File: src/rtl/count_dir_ctrl.sv
// ---------------------------------------------------------------------------
// count_dir_ctrl
//
// Control stage that sits in front of a 4-bit up/down counter. It debounces
// two raw pushbuttons and uses the clean presses to drive the counter's
// direction (mode) and clear (cnt_clr). When auto_rev is set, every rising
// edge of the counter's terminal-count flag also reverses the direction,
// which gives ping-pong counting. Auto-reversals are counted in a saturating
// 8-bit register.
//
// Parameters
//   SYNC_STAGES  synchronizer flops per raw button (>= 2)
//   DB_CYCLES    consecutive stable synchronized samples needed to accept a
//                press or a release (>= 1)
//   MODE_INIT    mode after reset or clear press (0 = up, 1 = down)
//
// Ports
//   clk         in   rising-edge system clock
//   clr         in   synchronous active-high reset
//   btn_dir     in   raw direction-toggle button (asynchronous, bouncy)
//   btn_clr     in   raw clear button (asynchronous, bouncy)
//   auto_rev    in   1 = reverse mode on each rising edge of tc
//   tc          in   terminal-count flag from the counter (clk domain)
//   mode        out  counter direction (0 up, 1 down)
//   cnt_clr     out  one-cycle clear to the counter, active high
//   btn_dir_db  out  debounced level of btn_dir
//   btn_clr_db  out  debounced level of btn_clr
//   rev_cnt     out  number of auto-reversals, saturates at 255
// ---------------------------------------------------------------------------
module count_dir_ctrl #(
  parameter int SYNC_STAGES = 2,
  parameter int DB_CYCLES   = 4,
  parameter bit MODE_INIT   = 1'b0
) (
  input  logic       clk,
  input  logic       clr,
  input  logic       btn_dir,
  input  logic       btn_clr,
  input  logic       auto_rev,
  input  logic       tc,
  output logic       mode,
  output logic       cnt_clr,
  output logic       btn_dir_db,
  output logic       btn_clr_db,
  output logic [7:0] rev_cnt
);

  // The debounce counter only has to hold values 1 .. DB_CYCLES-1.
  localparam int CW = (DB_CYCLES < 2) ? 1 : $clog2(DB_CYCLES);

  typedef enum logic [1:0] {
    RELEASED,
    PRESS_CHK,
    PRESSED,
    RELEASE_CHK
  } db_state_t;

  // Bit 0 = direction button, bit 1 = clear button.
  logic [1:0] raw;
  logic [1:0] db_lvl;
  logic [1:0] press;

  assign raw = {btn_clr, btn_dir};

  for (genvar b = 0; b < 2; b++) begin : g_btn
    logic [SYNC_STAGES-1:0] sync_q;
    db_state_t              state;
    logic [CW-1:0]          cnt;
    logic                   lvl_q;
    logic                   press_q;
    logic                   s;

    assign s         = sync_q[SYNC_STAGES-1];
    assign db_lvl[b] = lvl_q;
    assign press[b]  = press_q;

    // NOTE: all state here is updated with non-blocking assignments so every
    // flop samples the values from before the edge, which is what makes the
    // synchronizer a real shift chain instead of a single collapsed flop.
    always_ff @(posedge clk) begin
      if (clr) begin
        sync_q  <= '0;
        state   <= RELEASED;
        cnt     <= '0;
        lvl_q   <= 1'b0;
        press_q <= 1'b0;
      end else begin
        sync_q  <= {sync_q[SYNC_STAGES-2:0], raw[b]};
        press_q <= 1'b0;
        case (state)
          RELEASED: begin
            if (s) begin
              // The entering sample already counts as the first stable one.
              if (DB_CYCLES == 1) begin
                state   <= PRESSED;
                lvl_q   <= 1'b1;
                press_q <= 1'b1;
              end else begin
                state <= PRESS_CHK;
                cnt   <= CW'(1);
              end
            end
          end
          PRESS_CHK: begin
            if (!s) begin
              state <= RELEASED;
            end else if (cnt == CW'(DB_CYCLES - 1)) begin
              state   <= PRESSED;
              lvl_q   <= 1'b1;
              press_q <= 1'b1;
            end else begin
              cnt <= cnt + CW'(1);
            end
          end
          PRESSED: begin
            if (!s) begin
              if (DB_CYCLES == 1) begin
                state <= RELEASED;
                lvl_q <= 1'b0;
              end else begin
                state <= RELEASE_CHK;
                cnt   <= CW'(1);
              end
            end
          end
          RELEASE_CHK: begin
            if (s) begin
              // Release bounce: back to pressed without a new press pulse.
              state <= PRESSED;
            end else if (cnt == CW'(DB_CYCLES - 1)) begin
              state <= RELEASED;
              lvl_q <= 1'b0;
            end else begin
              cnt <= cnt + CW'(1);
            end
          end
          default: state <= RELEASED;
        endcase
      end
    end
  end

  logic dir_press;
  logic clr_press;
  logic tc_d;
  logic tc_rise;

  assign dir_press  = press[0];
  assign clr_press  = press[1];
  assign btn_dir_db = db_lvl[0];
  assign btn_clr_db = db_lvl[1];
  assign tc_rise    = tc & ~tc_d;

  // Clear press beats a direction press, which beats an auto-reverse; a
  // direction press coinciding with a tc edge therefore toggles only once
  // and is not counted as an auto-reversal.
  always_ff @(posedge clk) begin
    if (clr) begin
      tc_d    <= 1'b0;
      mode    <= MODE_INIT;
      cnt_clr <= 1'b1;
      rev_cnt <= '0;
    end else begin
      tc_d    <= tc;
      cnt_clr <= clr_press;
      if (clr_press) begin
        mode    <= MODE_INIT;
        rev_cnt <= '0;
      end else if (dir_press) begin
        mode <= ~mode;
      end else if (auto_rev && tc_rise) begin
        mode <= ~mode;
        if (rev_cnt != 8'hFF) rev_cnt <= rev_cnt + 8'd1;
      end
    end
  end

endmodule

File: config.mk
export PLATFORM = sky130hd
export DESIGN_NAME = count_dir_ctrl
export DESIGN_NICKNAME = d
export VERILOG_FILES = /design/src/rtl/count_dir_ctrl.sv
export SDC_FILE = /design/constraint.sdc
export NUM_CORES = 1
export LEC_CHECK = 0
export BUFFER_PORTS_ARGS = -buffer_cell sky130_fd_sc_hd__buf_2
export CORE_MARGIN = 4
export CORE_UTILIZATION = 35
export DETAILED_ROUTE_END_ITERATION = 7
export PLACE_DENSITY = 0.66
export SYNTH_ARGS = -nofsm -noshare
export SYNTH_HDL_FRONTEND = slang
export SYNTH_SLANG_ARGS = --single-unit
File: constraint.sdc
create_clock -name clk -period 1.2 [get_ports clk]
set_input_delay 0.12 -clock clk [delete_from_list [all_inputs] [get_ports clk]]
set_output_delay 0.12 -clock clk [all_outputs]
set_load 0.01 [all_outputs]
=== Word level (Yosys, flattened, before mapping) ===
Cells that the tools add are included.

* Register bits after elaboration: 27
* Bits of input ports: 6
* Output and inout bits: 12
* Word-level logic and storage cells: 104

* $add $sub $neg: 3
* Eq/ne operators: 25
* Multiplexer cells: 38
* Bitwise logic cells: 8
* Reductions and logical operators: 16

{| class="wikitable"
|+ Operators by type and width
! kind !! number
|-
| 2-bit 2-to-1 mux || 20
|-
| 2-bit case mux with 4 select lines || 4
|-
| 2-bit inequality test (second input constant) || 12
|-
| 4-bit AND reduction || 4
|-
| 2-bit equality test (second input constant) || 6
|-
| 1-bit 2-to-1 mux || 12
|-
| 3-bit inequality test (second input constant) || 4
|-
| 5-bit AND reduction || 2
|-
| 8-bit by 1-bit adder with 8-bit output (second input constant) || 1
|-
| 8-bit inequality test (second input constant) || 1
|-
| 1-bit NOT || 7
|-
| 2-bit nonzero test || 3
|-
| 3-bit OR reduction || 2
|-
| 2-bit by 1-bit adder with 2-bit output (second input constant) || 2
|-
| 2-bit by 1-bit equality test with 1-bit output (second input constant) || 2
|-
| 2-bit logical NOT || 2
|-
| 1-bit case mux with 2 select lines || 2
|-
| 3-bit AND reduction || 1
|-
| 2-bit OR reduction || 1
|-
| 1-bit AND || 1
|-
| 1-bit logical AND || 1
|}

=== Longest topological paths before layout ===
Gate-level depths: netlist of run 1.

* Word-level depth: 5
* Mapped depth: 5
* Mapped depth without buffers: 5

=== Worst setup path after synthesis of run 1 ===
No wires, ideal clock.

* Path type: reg-to-reg
* Start: register rev_cnt[0]
* End: register rev_cnt[5]
* Library setup time: 114 ps
* Arrival: 1203 ps
* Data required time: 1086 ps
* Slack: -117 ps
* Cell stages (with the launch flop): 6
* Buffers on the path: 0
* Clock period less this slack: 1317 ps
* Cell sequence: dfxtp_1 > ha_1 > nand3_1 > o2111ai_1 > xor2_1 > nor2_1

* Word-level cells in the longest chain between the ends: 2
* Elaborated cells between the ends (all ways): 3
* Those cells by class: add/sub: 1; eq/ne: 1; reduce/logical: 1

{| class="wikitable"
|+ Ends and longest elaborated chain
! what !! line !! RTL
|-
| start: declaration || 45 || <nowiki>output logic [7:0] rev_cnt</nowiki>
|-
| start signal: assignment || 173 || <nowiki>if (rev_cnt != 8'hFF) rev_cnt <= rev_cnt + 8'd1;</nowiki>
|-
| parallel branches: the longest is 2 deep, another holds 8-bit by 1-bit adder with 8-bit output || - ||
|}

Parallel ways; which one is timed is not known.
A chain may end at the register's enable or synchronous reset.

=== Worst setup path in the final report of run 1 ===
* Start: register rev_cnt[1]
* End: register rev_cnt[3]

Same word-level chain as after synthesis.

==> results.toml, run 1 <==
[worst_setup_path]
cp_slowest_cell = "dfxtp_2"
worst_setup_path_end_kind = "flip-flop"
max_stage_delay_ps = 380
cp_max_fo = 6
reg2reg_from = "rev_cnt[1]$_SDFFE_PP0P_"
startpoint_type = "flip-flop"
critPathKind = "flip-flop to flip-flop"
cp.required_ps = 1420
worstSetupStartpoint = "rev_cnt[1]$_SDFFE_PP0P_"
crit_chain = "ha_4, nand3_4, o211ai_1, xor2_1, nor2_1"
crit_arrival_ps = 1450

[clock_network]
clockBufferDepth = 2
htreeDepth = 1
path_clk_slew_ps = 140
worstSkewPairLatency_ps = 320
root_buffer = "clkbuf_4"
cts_buffers = 3
clock-sinks = 27
cts_tree = "built"

[detailed_routing]
avgRoutedWirePerCell_um = 11.1
vias = 870
route.detailed.drc = 0
routed_wl_um = 2070
dr.first_iter.drc_count = 12
ant_nets = 0
drtPass1Iterations = 3
via_per_inst = 4.68

[global_route]
grt_use_total = 0.114
grt_pass1_vias = 853
grt_max_degree = 18
top_usage_layer = "met2"
grt_overflow = 0
grtUsageMet1 = 0.128
antenna_found_initial = 0
grt_pass1_wl_um = 3750
met3_usage = 0.0404
grt_util_met2 = 0.204

[pwr]
power_mw = 1.46
power.leakage_nw = 0.589
max-vdd-ir-drop_mv = 0.564
power_density_nw_per_um2 = 1010

[layout]
layout-drive-gt1-share = 0.408
regArea_um2 = 552
nets = 152
diodes = 0
mostFrequentLayoutCell = "dfxtp_1"
fillers = 288
finalNonFillerCells = 186
area.growth.synth_to_final_pct = 32.9
multi_input_area_um2 = 599
final_core_util = 0.479
final_cell_mix = "18 x dfxtp_1, 17 x buf_2, 12 x buf_4"

[logic_synthesis]
synth_nets = 119
synth_area_per_cell_um2 = 9.93
synth_cell_types = 36
synth_cells = 110
yosys_register_bits = 27
synthesis.area_um2 = 1090
synth-seq-area-share = 0.495
ys.warnings.count = 0

[sta]
finalCritPeriodShare = 1.03
postLayoutSetupSlackWorst_ps = -32.7
max_slew_margin = 0.837
rsz0062_at_grt = "yes"
fin_skew_ps = 3.16
clock.fmax_mhz = 811
slew_viol_final = 0
worst_pin_slew_ps = 243
hold_viol = 0
fin_tns_setup_ps = -39.3
finalCriticalPeriod_ps = 1230
setup_viol = 2

[die]
rows = 20
core_um2 = 3030
die_y_um = 63.9
die-area_um2 = 4080
start_util = 0.361
io_pins = 18
fp.dieW_um = 63.9

[min_path]
hp-class = "input port to flip-flop"
min_from = "tc"

[job]
cap_violations = 0

[place]
placedCellCount = 175
hpwlAfterDp_um = 1500
port_buffers = 17
gp_congestion = 0.797

[status]
status = "finished, violations left"
violations = "negative setup slack"
-- final timing paths --
check / endpoint / slack (ps) / cells past startpoint
worst max-delay path: rev_cnt[3]$_SDFFE_PP0P_ / -30 / 5
worst min-delay path: tc_d$_SDFF_PP0_ / 40 / 2
worst max register to register: rev_cnt[3]$_SDFFE_PP0P_ / -30 / 5
worst min register to register: g_btn[1].sync_q[1]$_SDFF_PP0_ / 450 / 1
-- metal layers --
layer	up-vias	routed length, um
met1	403	934
met4	0	8
met3	2	97
met2	16	1030
met5	-	0
li1	449	-
-- state kept, by name, indices dropped and copies added (netlist names), named ones only --
| signal | cells |
|---|---|
| tc_d | 1 |
| g_btn.sync_q | 4 |
| rev_cnt | 8 |
| clr_press | 1 |
| g_btn.cnt | 4 |
| mode | 1 |
| g_btn.state | 2 |
| btn_dir_db | 1 |
| cnt_clr | 1 |
| btn_clr_db | 1 |
| dir_press | 1 |
-- through the flow --
stage	instance area [um^2]	hold slack (ps)	worst slack, ps
2_1_floorplan	1130	248	7.22
3_3_place_gp	1300	331	28.7
3_5_place_dp	1300	336	-17.9
4_1_cts	1400	20.2	-20.4
5_1_grt	1450	39.2	-93.6
6_report	1450	35.4	-32.7
-- logic make-up after synthesis --
group           synth area share
fa+ha+maj                 0.0344
flops                      0.495
simple gates               0.188
compound gates             0.153
mux                      0.00916
xor+xnor                  0.0790
buf+inv                   0.0412
-- where the power goes --
part | total, mW | switching [mW] | internal [mW]
registers | 0.946 | 0.0192 | 0.926
logic | 0.135 | 0.0654 | 0.0699
clock network | 0.383 | 0.258 | 0.125
-- cell usage after synthesis (all sizes together) --
cell	instances	share of area
a211oi	3	0.025
a21o	4	0.029
a21oi	4	0.018
a221oi	1	0.0080
a22oi	2	0.014
a31oi	1	0.0057
and2	2	0.011
and3	1	0.0057
and4bb	1	0.011
buf	2	0.017
clkbuf	1	0.0034
dfxtp	27	0.49
ha	3	0.034
inv	6	0.021
mux2i	1	0.0092
nand2	5	0.017
nand3	3	0.014
nand4	2	0.017
nand4b	1	0.0080
nor2	11	0.038
nor2b	6	0.034
nor3	4	0.018
nor3b	1	0.0069
o2111ai	2	0.016
o211ai	2	0.014
o21ai	3	0.017
o31ai	1	0.0069
or2	1	0.0057
xnor2	2	0.023
xor2	7	0.056
-- area by class of cell --
cell class / instances / share of cell area
Multi-Input combinational cell: 74 / 0.413
Sequential cell: 27 / 0.380
Timing Repair Buffer: 31 / 0.134
Tap cell: 44 / 0.0379
Clock buffer: 3 / 0.0155
Inverter: 6 / 0.0155
Clock inverter: 1 / 0.00345
-- worst max-delay path: cells and delay by family (launching register included) --
kind,cells,cell delay [ps]
XOR/XNOR,1,190
AND/OR/NAND/NOR,2,170
flip-flops,1,380
adder cells (fa/ha/maj),1,160
AO/OA/AOI/OAI,1,250
-- what timing repair did --
item,4_1_cts,5_1_grt
cloned,0,0
pin swaps,1,9
hold endpoints to repair,2,0
resized for setup,9,7
hold buffers,2,0
setup endpoints to repair,10,11
buffers inserted,1,4
Power figures use the tool's default switching activity.
==> run 2, diff against run 1 <==
--- a/config.mk
+++ b/config.mk
@@ -9,7 +9,7 @@
 export CORE_MARGIN = 4
 export CORE_UTILIZATION = 35
 export DETAILED_ROUTE_END_ITERATION = 7
-export PLACE_DENSITY = 0.66
+export PLACE_DENSITY = 0.64
 export SYNTH_ARGS = -nofsm -noshare
 export SYNTH_HDL_FRONTEND = slang
 export SYNTH_SLANG_ARGS = --single-unit
==> constraint.sdc (replaced) <==
create_clock -name clk -period 1.3 [get_ports clk]
set_input_delay 0.13 -clock clk [delete_from_list [all_inputs] [get_ports clk]]
set_output_delay 0.13 -clock clk [all_outputs]
set_load 0.01 [all_outputs]
==> results.toml, run 2 (synthesis gave the netlist of run 1 again) <==
[status]
status = "finished, final reports clean"

[clock_network]
clock-sinks = 27
htreeDepth = 1
hold_buffers = 0
worstSkewPairLatency_ps = 320
root_buffer = "clkbuf_4"
path_clk_slew_ps = 140
cts_buffers = 3
clockBufferDepth = 2
cts_tree = "built"

[place]
port_buffers = 17
postPlaceCellArea_um2 = 1270
gp_congestion = 0.843
hpwlAfterDp_um = 1470
placedCellCount = 174

[sta]
worst_pin_slew_ps = 258
rsz0062_at_grt = "no"
max_slew_margin = 0.827
fin_skew_ps = 0.766
setup_viol = 0
clock.fmax_mhz = 825
slew_viol_final = 0
finalCritPeriodShare = 0.932
hold_viol = 0
finalCriticalPeriod_ps = 1210

[die]
core_um2 = 3030
die_y_um = 63.9
rows = 20
io_pins = 18
fp.dieW_um = 63.9
die-area_um2 = 4080
start_util = 0.361

[layout]
final_design_area_no_fill_um2 = 1370
area.growth.synth_to_final_pct = 25.7
largest_reg_flops = 8
top_register = "rev_cnt"
mostFrequentLayoutCell = "dfxtp_1"
diodes = 0
nets = 146
largestRegisters = "rev_cnt (8), g_btn.cnt (4), g_btn.sync_q (4)"
final_cell_mix = "25 x dfxtp_1, 17 x buf_2, 11 x nor2_1"
finalNonFillerCells = 180
final_core_util = 0.453
layout-drive-gt1-share = 0.331

[worst_setup_path]
cp_max_fo = 7
worstSetupStartpoint = "tc_d$_SDFF_PP0_"
cp.required_ps = 1550
reg2reg_from = "tc_d$_SDFF_PP0_"
crit_arrival_ps = 1460
critPathKind = "flip-flop to flip-flop"
startpoint_type = "flip-flop"
worst_setup_path_end_kind = "flip-flop"

[job]
cap_violations = 0

[pwr]
max-vdd-ir-drop_mv = 0.903
power_density_nw_per_um2 = 972
power_mw = 1.33
power.leakage_nw = 0.560

[detailed_routing]
ant_nets = 0
drtPass1Iterations = 3
routed_wl_um = 1990
vias = 849
route.detailed.drc = 0
avgRoutedWirePerCell_um = 11.1
dr.first_iter.drc_count = 27
via_per_inst = 4.72

[global_route]
grt_pass1_vias = 824
antenna_found_initial = 0
grt_max_degree = 18
grt_use_total = 0.102
grt_pass1_wl_um = 3340
grt_overflow = 0

[min_path]
min_from = "btn_clr"
hp-class = "input port to flip-flop"
run 2: cell types whose count changed in the layout (fill, tap and decap cells not counted), sizes merged:
cell | previous run | this run
buf | 29 | 25
dlygate4sd3 | 2 | 0
run 2: what timing repair did:
action	4_1_cts	5_1_grt
endpoints found under the setup margin	6	8
cloned	0	0
pin swaps	1	3
gates resized for setup	3	9
setup buffers	0	2
run 2: worst paths after layout:
| check | end | slack, ps | cells past startpoint |
|---|---|---|---|
| setup / recovery | rev_cnt[6]$_SDFFE_PP0P_ | 90 | 3 |
| hold / removal | g_btn[1].sync_q[0]$_SDFF_PP0_ | 10 | 2 |
| setup reg to reg | rev_cnt[6]$_SDFFE_PP0P_ | 90 | 3 |
| hold reg to reg | g_btn[0].sync_q[1]$_SDFF_PP0_ | 460 | 1 |
run 2: routing by layer:
layer,GRT usage,share of wire
met1,0.107,0.45
met2,0.185,0.49
met3,0.0439,0.055
met4,0.0243,0.0060
met5,0,0
run 2: layout make-up:
type | instances | area (um^2)
multi-input cells | 74 | 577
clock inverters | 1 | 5.00
well taps | 44 | 55.1
repair buffers | 25 | 145
inverters | 6 | 22.5
clock buffers | 3 | 22.5
flip-flops and latches | 27 | 546
fillers | 307 | 1660
run 2: per-stage QoR:
stage	hold WS, ps	setup slack (ps)	setup TNS, ps
after floorplan	258	15.3	0
after global placement	346	61.1	0
after detailed placement	351	-32.4	-43.2
after CTS	0.517	10.4	0
after global routing	18.8	1.54	0
final	11.5	87.8	0
run 2: critical path, stage by stage (launching register included):
cell,delay (ps)
dfxtp_1,340
and4bb_4,410
nand4_1,160
a211oi_1,240
run 2: power by group:
group / total, mW / switching (mW) / leakage (nW) / internal (mW)
logic: 0.110 / 0.0558 / 0.321 / 0.0538
registers: 0.870 / 0.0168 / 0.221 / 0.853
clock network: 0.355 / 0.240 / 0.0177 / 0.115
total: 1.33 / 0.313 / 0.560 / 1.02
==> run 3, diff against run 2 <==
--- a/config.mk
+++ b/config.mk
@@ -5,10 +5,11 @@
 export SDC_FILE = /design/constraint.sdc
 export NUM_CORES = 1
 export LEC_CHECK = 0
-export BUFFER_PORTS_ARGS = -buffer_cell sky130_fd_sc_hd__buf_2
+export BUFFER_PORTS_ARGS = -buffer_cell sky130_fd_sc_hd__buf_4
 export CORE_MARGIN = 4
 export CORE_UTILIZATION = 35
 export DETAILED_ROUTE_END_ITERATION = 7
+export GPL_TIMING_DRIVEN = 1
 export PLACE_DENSITY = 0.64
 export SYNTH_ARGS = -nofsm -noshare
 export SYNTH_HDL_FRONTEND = slang
==> results.toml, run 3 (synthesis gave the netlist of run 1 again) <==
[detailed_routing]
dr.first_iter.drc_count = 31
via_per_inst = 4.75
route.detailed.drc = 0
drtPass1Iterations = 4
avgRoutedWirePerCell_um = 11.2
vias = 850
wl_met2_um = 1010
wl_met1_um = 850
met3WireLength_um = 123
top_layer = "met4"
ant_nets = 0
routed_wl_um = 2010

[worst_setup_path]
reg2reg_from = "rev_cnt[0]$_SDFFE_PP0P_"
max_stage_delay_ps = 380
cp.required_ps = 1530
startpoint_type = "flip-flop"
path_buf_inv = 0
crit_arrival_ps = 1450
worst_setup_path_end_kind = "flip-flop"
critPathKind = "flip-flop to flip-flop"
cp_max_fo = 6
cp_slowest_cell = "dfxtp_2"
crit_chain = "ha_4, nand3_4, o211ai_1, xor2_1, nor2_1"
critical-path-top-delay-family = "flip-flops"
worstSetupStartpoint = "rev_cnt[0]$_SDFFE_PP0P_"

[pwr]
p_int_mw = 1.04
power.leakage_nw = 0.556
max-vdd-ir-drop_mv = 0.694
power_density_nw_per_um2 = 969
clock_power_share = 0.271
p_seq_frac = 0.642
swShare = 0.238
switching_power_mw = 0.323
p_comb_frac = 0.087
power_mw = 1.36

[die]
rows = 20
io_pins = 18
die-area_um2 = 4080
start_util = 0.361
fp.dieW_um = 63.9
core_um2 = 3030
die_y_um = 63.9

[sta]
rsz0062_at_grt = "yes"
finalCriticalPeriod_ps = 1220
fin_tns_setup_ps = 0
finalCritPeriodShare = 0.937
worst_pin_slew_ps = 324
slew_viol_final = 0
fin_skew_ps = 4.26
hold_viol = 0
max_slew_margin = 0.783
setup_viol = 0
clock.fmax_mhz = 821

[layout]
area.growth.synth_to_final_pct = 28.5
nets = 145
largest_reg_flops = 8
largestRegisters = "rev_cnt (8), g_btn.cnt (4), g_btn.sync_q (4)"
layout-drive-gt1-share = 0.311
diodes = 0
final_core_util = 0.464
top_register = "rev_cnt"
mostFrequentLayoutCell = "dfxtp_1"
final_cell_mix = "24 x dfxtp_1, 23 x buf_4, 11 x nor2_1"
finalNonFillerCells = 179
final_design_area_no_fill_um2 = 1400

[clock_network]
worstSkewPairLatency_ps = 330
htreeDepth = 1
cts_tree = "built"
cts_buffers = 3
root_buffer = "clkbuf_4"
clockBufferDepth = 2
clock-sinks = 27
path_clk_slew_ps = 150

[place]
port_buffers = 17
hpwlAfterDp_um = 1540
gp_congestion = 0.857
placedCellCount = 173
postPlaceCellArea_um2 = 1310

[min_path]
hp-class = "input port to flip-flop"
min_from = "btn_dir"

[global_route]
grt_overflow = 0
grt_pass1_vias = 841
grt_max_degree = 19
grt_use_total = 0.108
grt_pass1_wl_um = 3530
antenna_found_initial = 0

[job]
cap_violations = 0

[status]
status = "finished, final reports clean"
## run 3: worst reg2reg max path: stages (launching register included)
cell and delay (ps):
dfxtp_2 380, ha_4 160, nand3_4 120, o211ai_1 220, xor2_1 180, nor2_1 60
## run 3: power groups by stage
stage / Sequential, mW / Combinational (mW) / Clock (mW)
2_1_floorplan: 0.894 / 0.0643 / 0
3_3_place_gp: 0.888 / 0.112 / 0
3_5_place_dp: 0.889 / 0.113 / 0
4_1_cts: 0.871 / 0.117 / 0.393
5_1_grt: 0.878 / 0.133 / 0.425
6_report: 0.873 / 0.119 / 0.368
## run 3: area by class of cell
class                   count  area (um^2)
fillers                   290         1620
multi-input cells          74          569
flip-flops and latches     27          544
repair buffers             24          183
well taps                  44         55.1
clock buffers               3         22.5
inverters                   6         22.5
clock inverters             1         7.51
## run 3: worst paths after layout
path | to | slack [ps] | cells after the start
hold reg to reg | g_btn[0].sync_q[1]$_SDFF_PP0_ | 460 | 1
setup reg to reg | rev_cnt[2]$_SDFFE_PP0P_ | 80 | 5
setup / recovery | rev_cnt[2]$_SDFFE_PP0P_ | 80 | 5
hold / removal | g_btn[0].sync_q[0]$_SDFF_PP0_ | 20 | 2
## run 3: per-stage QoR
| step | setup WS [ps] | hold slack (ps) |
|---|---|---|
| CTS | 10.1 | 8.74 |
| global placement | 44.9 | 347 |
| finish | 82.4 | 17.0 |
| floorplan | 15.3 | 258 |
| detailed placement | -50.3 | 354 |
| global route | -26.7 | 0.234 |
## run 3: timing repair
action,in CTS,in global routing
hold endpoints to repair,1,0
setup endpoints to repair,6,8
buffers inserted,0,1
hold buffers,1,0
resized for setup,3,7
pin swaps,1,2
## run 3: metal layers
metal	vias up	GRT usage
met5	-	0
met2	24	0.179
met4	0	0.0350
met3	4	0.0457
met1	388	0.124
li1	434	-
